[config.mk]
export PLATFORM = sky130hd
export DESIGN_NAME = hb_test_request_supervisor
export DESIGN_NICKNAME = d
export VERILOG_FILES = /design/src/rtl/hb_pkg.sv /design/src/rtl/hb_grace_timer.sv /design/src/rtl/hb_test_request_supervisor.sv
export SDC_FILE = /design/constraint.sdc
export NUM_CORES = 1
export LEC_CHECK = 0
export CAP_MARGIN = 10
export CORE_ASPECT_RATIO = 1.1
export CORE_UTILIZATION = 50
export CTS_CLUSTER_DIAMETER = 60
export DETAILED_ROUTE_END_ITERATION = 7
export PLACE_DENSITY = 0.83
export SLEW_MARGIN = 40
export SYNTH_ARGS = -nofsm -noshare
export SYNTH_HDL_FRONTEND = slang
export SYNTH_SLANG_ARGS = --single-unit
[constraint.sdc]
create_clock -name clk -period 2.79 [get_ports clk]
set_clock_uncertainty 0.2 [all_clocks]
set_input_delay 0.558 -clock clk [delete_from_list [all_inputs] [get_ports clk]]
set_output_delay 0.558 -clock clk [all_outputs]
set_load 0.01 [all_outputs]
[src/rtl/hb_pkg.sv]
// rtl/hb_pkg.sv - shared types and constants for the heartbeat supervisor slice
//
// Purpose: FSM state encoding, default widths and FIX MsgType (tag 35) values
//          shared by the supervisor, the parser and the transmit path.
// Ports:   none (package).
package hb_pkg;

  localparam int HB_RANGE_DEF = 16;
  localparam int ID_W_DEF = 8;

  // FIX MsgType values as the ASCII byte that follows "35=".
  localparam logic [7:0] MSG_HEARTBEAT    = 8'h30;  // '0'
  localparam logic [7:0] MSG_TEST_REQUEST = 8'h31;  // '1'
  localparam logic [7:0] MSG_LOGOUT       = 8'h35;  // '5'

  typedef enum logic [2:0] {
    IDLE,
    SEND_TR,
    WAIT_RESP,
    LOGOUT,
    DEAD
  } state_t;

endpackage

[src/rtl/hb_grace_timer.sv]
// rtl/hb_grace_timer.sv - grace-period counter with compare against a latched window
//
// Purpose: counts cycles after a TestRequest is accepted and flags the cycle
//          on which the count reaches the latched grace value.
// Ports:   clk     - clock, rising edge
//          rst     - synchronous active-low reset
//          load    - clear the count and latch grace
//          grace   - response window in cycles (0 = single-cycle window)
//          expired - high while count equals the latched window
module hb_grace_timer
  import hb_pkg::*;
#(
  parameter int HB_RANGE = HB_RANGE_DEF
) (
  input  logic                clk,
  input  logic                rst,
  input  logic                load,
  input  logic [HB_RANGE-1:0] grace,
  output logic                expired
);

  logic [HB_RANGE-1:0] count;
  logic [HB_RANGE-1:0] grace_q;

  assign expired = (count == grace_q);

  // The count holds once it reaches the window, so it can never wrap even if
  // the owner lingers in a state that does not reload it.
  always_ff @(posedge clk) begin
    if (!rst) begin
      count   <= '0;
      grace_q <= '0;
    end else if (load) begin
      count   <= '0;
      grace_q <= grace;
    end else if (!expired) begin
      count   <= count + 1'b1;
    end
  end

endmodule

[src/rtl/hb_test_request_supervisor.sv]
// rtl/hb_test_request_supervisor.sv - FIX TestRequest/Logout liveness supervisor
//
// Purpose: on a heartbeat-threshold pulse issue a TestRequest with a fresh
//          TestReqID, wait a grace window for the echoing Heartbeat, and
//          request Logout / mark the session dead if none arrives.
// Ports:   clk, rst (sync active-low)
//          threshold_reached_i           - pulse from the heartbeat counter
//          grace_cycles_i                - window, sampled when the request is acked
//          rx_heartbeat_i, rx_test_req_id_i - decoded Heartbeat and its TestReqID
//          test_req_ack_i                - transmit path accepts the TestRequest
//          session_restart_i             - leave DEAD
//          test_req_valid_o, test_req_id_o - pending TestRequest and its ID
//          logout_req_o                  - one-cycle Logout request
//          session_dead_o                - high while DEAD
// Config:  HB_TEST_REQUEST_SUPERVISOR_RETRY_EN adds MAX_RETRY reissues before Logout.
module hb_test_request_supervisor
  import hb_pkg::*;
#(
  parameter int HB_RANGE = HB_RANGE_DEF,
  parameter int ID_W     = ID_W_DEF
`ifdef HB_TEST_REQUEST_SUPERVISOR_RETRY_EN
  ,
  parameter int MAX_RETRY = 1
`endif
) (
  input  logic                clk,
  input  logic                rst,
  input  logic                threshold_reached_i,
  input  logic [HB_RANGE-1:0] grace_cycles_i,
  input  logic                rx_heartbeat_i,
  input  logic [ID_W-1:0]     rx_test_req_id_i,
  input  logic                test_req_ack_i,
  input  logic                session_restart_i,
  output logic                test_req_valid_o,
  output logic [ID_W-1:0]     test_req_id_o,
  output logic                logout_req_o,
  output logic                session_dead_o
);

  state_t state;
  logic   timer_load;
  logic   expired;
  logic   match;

  assign timer_load = (state == SEND_TR) && test_req_ack_i;
  assign match      = rx_heartbeat_i && (rx_test_req_id_i == test_req_id_o);

  hb_grace_timer #(
    .HB_RANGE(HB_RANGE)
  ) u_grace_timer (
    .clk    (clk),
    .rst    (rst),
    .load   (timer_load),
    .grace  (grace_cycles_i),
    .expired(expired)
  );

`ifdef HB_TEST_REQUEST_SUPERVISOR_RETRY_EN
  localparam int RW = (MAX_RETRY < 2) ? 1 : $clog2(MAX_RETRY + 1);
  logic [RW-1:0] retries;
`endif

  always_ff @(posedge clk) begin
    if (!rst) begin
      state            <= IDLE;
      test_req_valid_o <= 1'b0;
      test_req_id_o    <= '0;
      logout_req_o     <= 1'b0;
      session_dead_o   <= 1'b0;
`ifdef HB_TEST_REQUEST_SUPERVISOR_RETRY_EN
      retries          <= '0;
`endif
    end else begin
      logout_req_o <= 1'b0;
      case (state)
        IDLE: begin
`ifdef HB_TEST_REQUEST_SUPERVISOR_RETRY_EN
          retries <= '0;
`endif
          if (threshold_reached_i) begin
            test_req_id_o    <= test_req_id_o + 1'b1;
            test_req_valid_o <= 1'b1;
            state            <= SEND_TR;
          end
        end
        // Heartbeats here are ignored: the request is not on the wire yet.
        SEND_TR: begin
          if (test_req_ack_i) begin
            test_req_valid_o <= 1'b0;
            state            <= WAIT_RESP;
          end
        end
        WAIT_RESP: begin
          if (match) begin
`ifdef HB_TEST_REQUEST_SUPERVISOR_RETRY_EN
            retries <= '0;
`endif
            state <= IDLE;
          end else if (expired) begin
`ifdef HB_TEST_REQUEST_SUPERVISOR_RETRY_EN
            if (retries < RW'(MAX_RETRY)) begin
              // Reissue with a new ID so a late echo of the old one cannot match.
              retries          <= retries + 1'b1;
              test_req_id_o    <= test_req_id_o + 1'b1;
              test_req_valid_o <= 1'b1;
              state            <= SEND_TR;
            end else begin
              logout_req_o <= 1'b1;
              state        <= LOGOUT;
            end
`else
            logout_req_o <= 1'b1;
            state        <= LOGOUT;
`endif
          end
        end
        LOGOUT: begin
          session_dead_o <= 1'b1;
          state          <= DEAD;
        end
        DEAD: begin
          if (session_restart_i) begin
            session_dead_o <= 1'b0;
            state          <= IDLE;
          end
        end
        default: begin
          test_req_valid_o <= 1'b0;
          session_dead_o   <= 1'b0;
          state            <= IDLE;
        end
      endcase
    end
  end

endmodule
-- Word-level counts from Yosys, hierarchy flattened
Index checks and enable logic that the tools add are counted.
- register bits: 46
- bits of input ports: 30
- output and inout bits: 11
- logic and storage cells: 46
- add/subtract/negate cells: 2
- eq/ne operators: 10
- multiplexer cells: 12
- bitwise gates (word level): 4
- reduce and logical (&&, ||, !) cells: 11
- operator list (operator ; number):
    adder 16 x 1 -> 16 bit, second input constant ; 1
    == test 16 bit ; 1
    two-way mux 3 bit ; 5
    case mux 3 bit (5 select lines) ; 1
    OR reduction 3 bit ; 3
    adder 8 x 1 -> 8 bit, second input constant ; 1
    == test 8 bit ; 1
    == test 3 x 2 -> 1 bit, second input constant ; 2
    != test 2 bit, second input constant ; 3
    case mux 1 bit (3 select lines) ; 2
    two-way mux 1 bit ; 4
    NOT 1 bit ; 4
    AND reduction 2 bit ; 2
    AND reduction 4 bit ; 1
    == test 3 x 1 -> 1 bit, second input constant ; 1
    == test 3 bit, second input constant ; 1
    logical NOT 3 bit ; 1
    != test 3 bit, second input constant ; 1
    AND reduction 3 bit ; 1
    logical AND 1 bit ; 2
    OR reduction 2 bit ; 1

-- Logic depth before layout (Yosys ltp)
- word-level depth: 4
- gate-level depth with buffers: 8
- gate-level depth less buffers: 5

-- Cells and area by module
From an unflattened synthesis, not the netlist that was laid out.
- cell total of the unflattened synthesis: 252
- area total of the unflattened synthesis: 2342.2 um^2
- by module, submodules not included (module ; instances ; cells each ; area each (um^2) ; sequential area each (um^2)):
    hb_grace_timer ; 1 ; 168 ; 1595.3 ; 640.6
    hb_test_request_supervisor ; 1 ; 84 ; 747.0 ; 280.3

-- Least setup slack after synthesis
Ideal clock, no wire load.
- path type: register -> register
- start: reg u_grace_timer.count[3]
- end: reg u_grace_timer.count[1]
- library setup time: 0.127 ns
- arrival time: 1.604 ns
- required time: 2.463 ns
- setup slack: 0.858 ns
- cell stages (with the launch flop): 8
- buffers on the path: 2
- clock period less this slack: 1.932 ns
- cell sequence: dfxtp_1 -> xnor2_1 -> nand4_1 -> nor4_4 -> buf_6 -> buf_12 -> mux2i_1 -> nor2_1
- word-level cells in the longest chain between the ends: 1
- ends and longest elaborated chain (element ; line ; text):
    from (decl) ; hb_grace_timer.sv:22 ; logic [HB_RANGE-1:0] count;
    from (signal assigned) ; hb_grace_timer.sv:37 ; count <= count + 1'b1;
    == test 16 bit ; hb_grace_timer.sv:25 ; assign expired = (count == grace_q);
No other way between the ends.
A chain may end at the register's enable or synchronous reset.

-- Worst setup path after layout
- start: reg test_req_id_o[3]
- end: out test_req_id_o[3]
- RTL lines (element ; line ; text):
    from (decl) ; hb_test_request_supervisor.sv:35 ; output logic [ID_W-1:0] test_req_id_o,
    from (signal assigned) ; hb_test_request_supervisor.sv:81 ; test_req_id_o <= test_req_id_o + 1'b1;
No word-level cell between the ends.

==> metrics.csv <==
stage,metric,value,unit
clocking,CTS tree,built,
grt,vias in the first global route,1883,
route,WL/cell,13.69,um
place,post-DP HPWL,3695,um
sta,Post-Route Setup TNS,0,ns
route,drt drc,0,
grt,Overflow after GRT,0,
worst_setup_path,CP endpoint kind,output port,
clocking,Skew-Pair Late Insertion Delay,0.31,ns
clocking,Max H-tree Level,2,
logic_synthesis,"Cell Area, Synth",0.002364,mm2
sta,fin. max-slew vios,0,
floorplan,chip width,67.56,um
clocking,CTS resizes,0,
route,post-route ant nets,0,
floorplan,core footprint,0.004410,mm2
power,static leakage,0.9996,nW
sta,f_max,0.4725,GHz
finish,Synth-to-Final Area Change,21.02,%
clocking,clock-pin slew on the worst setup and hold paths,0.09,ns
grt,global-route wire length before repair,8266,um
worst_setup_path,CP cell instances,clkdlybuf4s50_1,
worst_setup_path,CP Class,flop to output port,
grt,antenna violations before repair,0,
finish,# fillers,363,
worst_setup_path,crit-path leading delay family,buffers and inverters,
sta,slew of the pin with the lowest slew margin,0.4305,ns
logic_synthesis,synth warn,0,
logic_synthesis,Post-Syn Instances,267,
place,gpl congestion,0.8586,
sta,RSZ-0062 raised after global routing,no,
clocking,Longest Clk Path Bufs,2,
finish,fraction of layout cells with a size suffix above 1,6.885,%
logic_synthesis,Syn Area/Cell,8.852,um2
logic_synthesis,Synth Area in Simple Gates,29.06,%
sta,min Tclk post-route,2.116,ns
clocking,CTS root buf,clkbuf_8,
floorplan,FP Rows,25,
worst_setup_path,Startpoint Class,flop,
worst_setup_path,critical-path maximum fanout,6,
power,PD cells,548.0,mW/mm2
worst_setup_path,"Slowest-stage cell, CP",clkdlybuf4s50_1,
sta,Final Setup Violations,0,
power,post-layout power,0.001567,W
floorplan,die area,0.005007,mm2
route,vias per cell,5.521,
run_status,status,finished clean,
logic_synthesis,post-synthesis mux area share,0.8470,%
route,drt total wl,4916,um
logic_synthesis,Synth Area in Compound Gates,13.87,%
sta,fin crit share,75.85,%
flow_run,max cap viols,0,
grt,largest net degree at the start of global routing,27,
min_path,Hold Path Class,flop to flop,
worst_setup_path,critical path data arrival time,1.36,ns
grt,GRT Total Usage,22.18,%
floorplan,IO Count,41,
logic_synthesis,Synth Area in XOR/XNOR,12.18,%
logic_synthesis,sequential fraction of the synthesis area,38.96,%
clocking,post-CTS setup buffers,0,
power,VDD IR max,0.0003311,V
logic_synthesis,largest family of logic cells by synthesized area,simple AND/OR/NAND/NOR gates,
worst_setup_path,max incr delay on CP,0.59,ns
clocking,Num CTS Buffers,5,
route,via count,1982,
floorplan,starting density of the core,53.59,%
clocking,clock sink count,46,
sta,final hold vios,0,
finish,post-route cell area,0.002860,mm2
place,Placed Area,0.002774,mm2
logic_synthesis,adder-cell share of the synthesized area,1.059,%
route,drt initial violations,97,
worst_setup_path,CP required,2.03,ns
finish,nets,336,
finish,# diodes,0,
clocking,hold-fix buffers at CTS,0,
logic_synthesis,Netlist cell types,45,
place,IO Port Bufs,40,
route,DR pass1 iterations,4,
floorplan,Die Y,74.11,um
logic_synthesis,Mapped Nets,299,
worst_setup_path,WP buf/inv,1,
sta,Slew HR,71.26,%
logic_synthesis,register bit total from synthesis,46,
layer usage:
metal | routed length [um] | global-route usage, % | vias to the layer above
li1 | - | - | 1012
met1 | 2164 | 25.05 | 911
met2 | 2407 | 38.28 | 48
met3 | 221 | 6.135 | 11
met4 | 122 | 10.17 | 0
met5 | 0 | 0 | -
per-stage QoR:
step / setup WS (ns) / instances / utilization [%] / hold WS [ns]
after floorplan: 0.8584 / 267 / - / 0.2483
after CTS: 0.6532 / 359 / 64.85 / 0.2762
after global placement: 0.4655 / 351 / 62.89 / 0.2582
after global routing: 0.5986 / 359 / 64.85 / 0.2981
after detailed placement: 0.4563 / 351 / 62.89 / 0.2633
final: 0.6738 / 359 / 64.85 / 0.2743
placed cells by master, fill, tap and decap left out, drive strengths merged, types with 3 or more instances in the layout:
cell / instances
nor2: 7
nand2b: 3
nand4: 13
xor2: 10
or4: 11
clkbuf: 6
nand3: 3
o211ai: 5
xnor2: 22
o31ai: 6
a21boi: 18
nor2b: 3
nor3: 3
nand2: 53
buf: 5
o21ai: 7
a21oi: 9
and2: 12
clkdlybuf4s50: 40
dfxtp: 46
cell families after synthesis:
family                     Yosys count
AOI/OAI and AO/OA                   48
xor gates and xnor gates            32
adders and majority gates            2
buffers and inverters               15
DFF                                 46
muxes                                2
and+or+nand+nor                    122
sequential cells by signal, indices dropped and copies added (netlist names):
signal	cells
logout_req_o	1
session_dead_o	1
state	3
test_req_id_o	8
test_req_valid_o	1
u_grace_timer.count	16
u_grace_timer.grace_q	16
final timing paths:
kind,from,to,slack (ns),depth (start not counted)
worst max-delay path,test_req_id_o[3],test_req_id_o[3],0.67,1
worst min-delay path,u_grace_timer.grace_q[8],u_grace_timer.grace_q[8],0.27,2
worst max register to register,u_grace_timer.count[3],u_grace_timer.count[1],0.73,6
worst min register to register,u_grace_timer.grace_q[8],u_grace_timer.grace_q[8],0.27,2
cell type report:
| cell class | count | area, um2 | area share, % |
|---|---|---|---|
| Clock inverter | 2 | 13.76 | 0.4812 |
| Multi-Input combinational cell | 206 | 1348 | 47.11 |
| Sequential cell | 46 | 920.9 | 32.20 |
| Clock buffer | 6 | 72.57 | 2.537 |
| Timing Repair Buffer | 45 | 437.9 | 15.31 |
| Tap cell | 54 | 67.56 | 2.362 |
cell usage after synthesis, drive strengths merged:
cell,count,share of area (%)
nand2,53,8.5
dfxtp,46,39
xnor2,22,8.5
a21boi,18,5.7
nand4,13,3.7
and2,12,3.3
or4,11,3.5
xor2,10,3.7
a21oi,9,2.1
clkbuf,8,1.3
buf,7,2.8
nor2,7,1.1
o21ai,7,1.5
o31ai,6,1.9
o211ai,5,1.6
nand2b,3,0.79
nand3,3,0.64
nor2b,3,0.79
nor3,3,0.64
and3,2,0.53
and4,2,0.85
ha,2,1.1
mux2i,2,0.85
nand3b,2,0.64
nor4,2,1.2
o311ai,2,0.74
or3,2,0.53
a31o,1,0.37
nand4b,1,0.37
nand4bb,1,0.48
nor3b,1,0.53
nor4b,1,1.0
where the power goes:
| group | switching (W) | internal (W) | leakage [nW] |
|---|---|---|---|
| logic | 0.000215 | 0.000192 | 0.581 |
| registers | 0.0000645 | 0.000698 | 0.373 |
| clock network | 0.000221 | 0.000177 | 0.0452 |
| total | 0.000500 | 0.00107 | 1.00 |
Power figures use the tool's default switching activity.
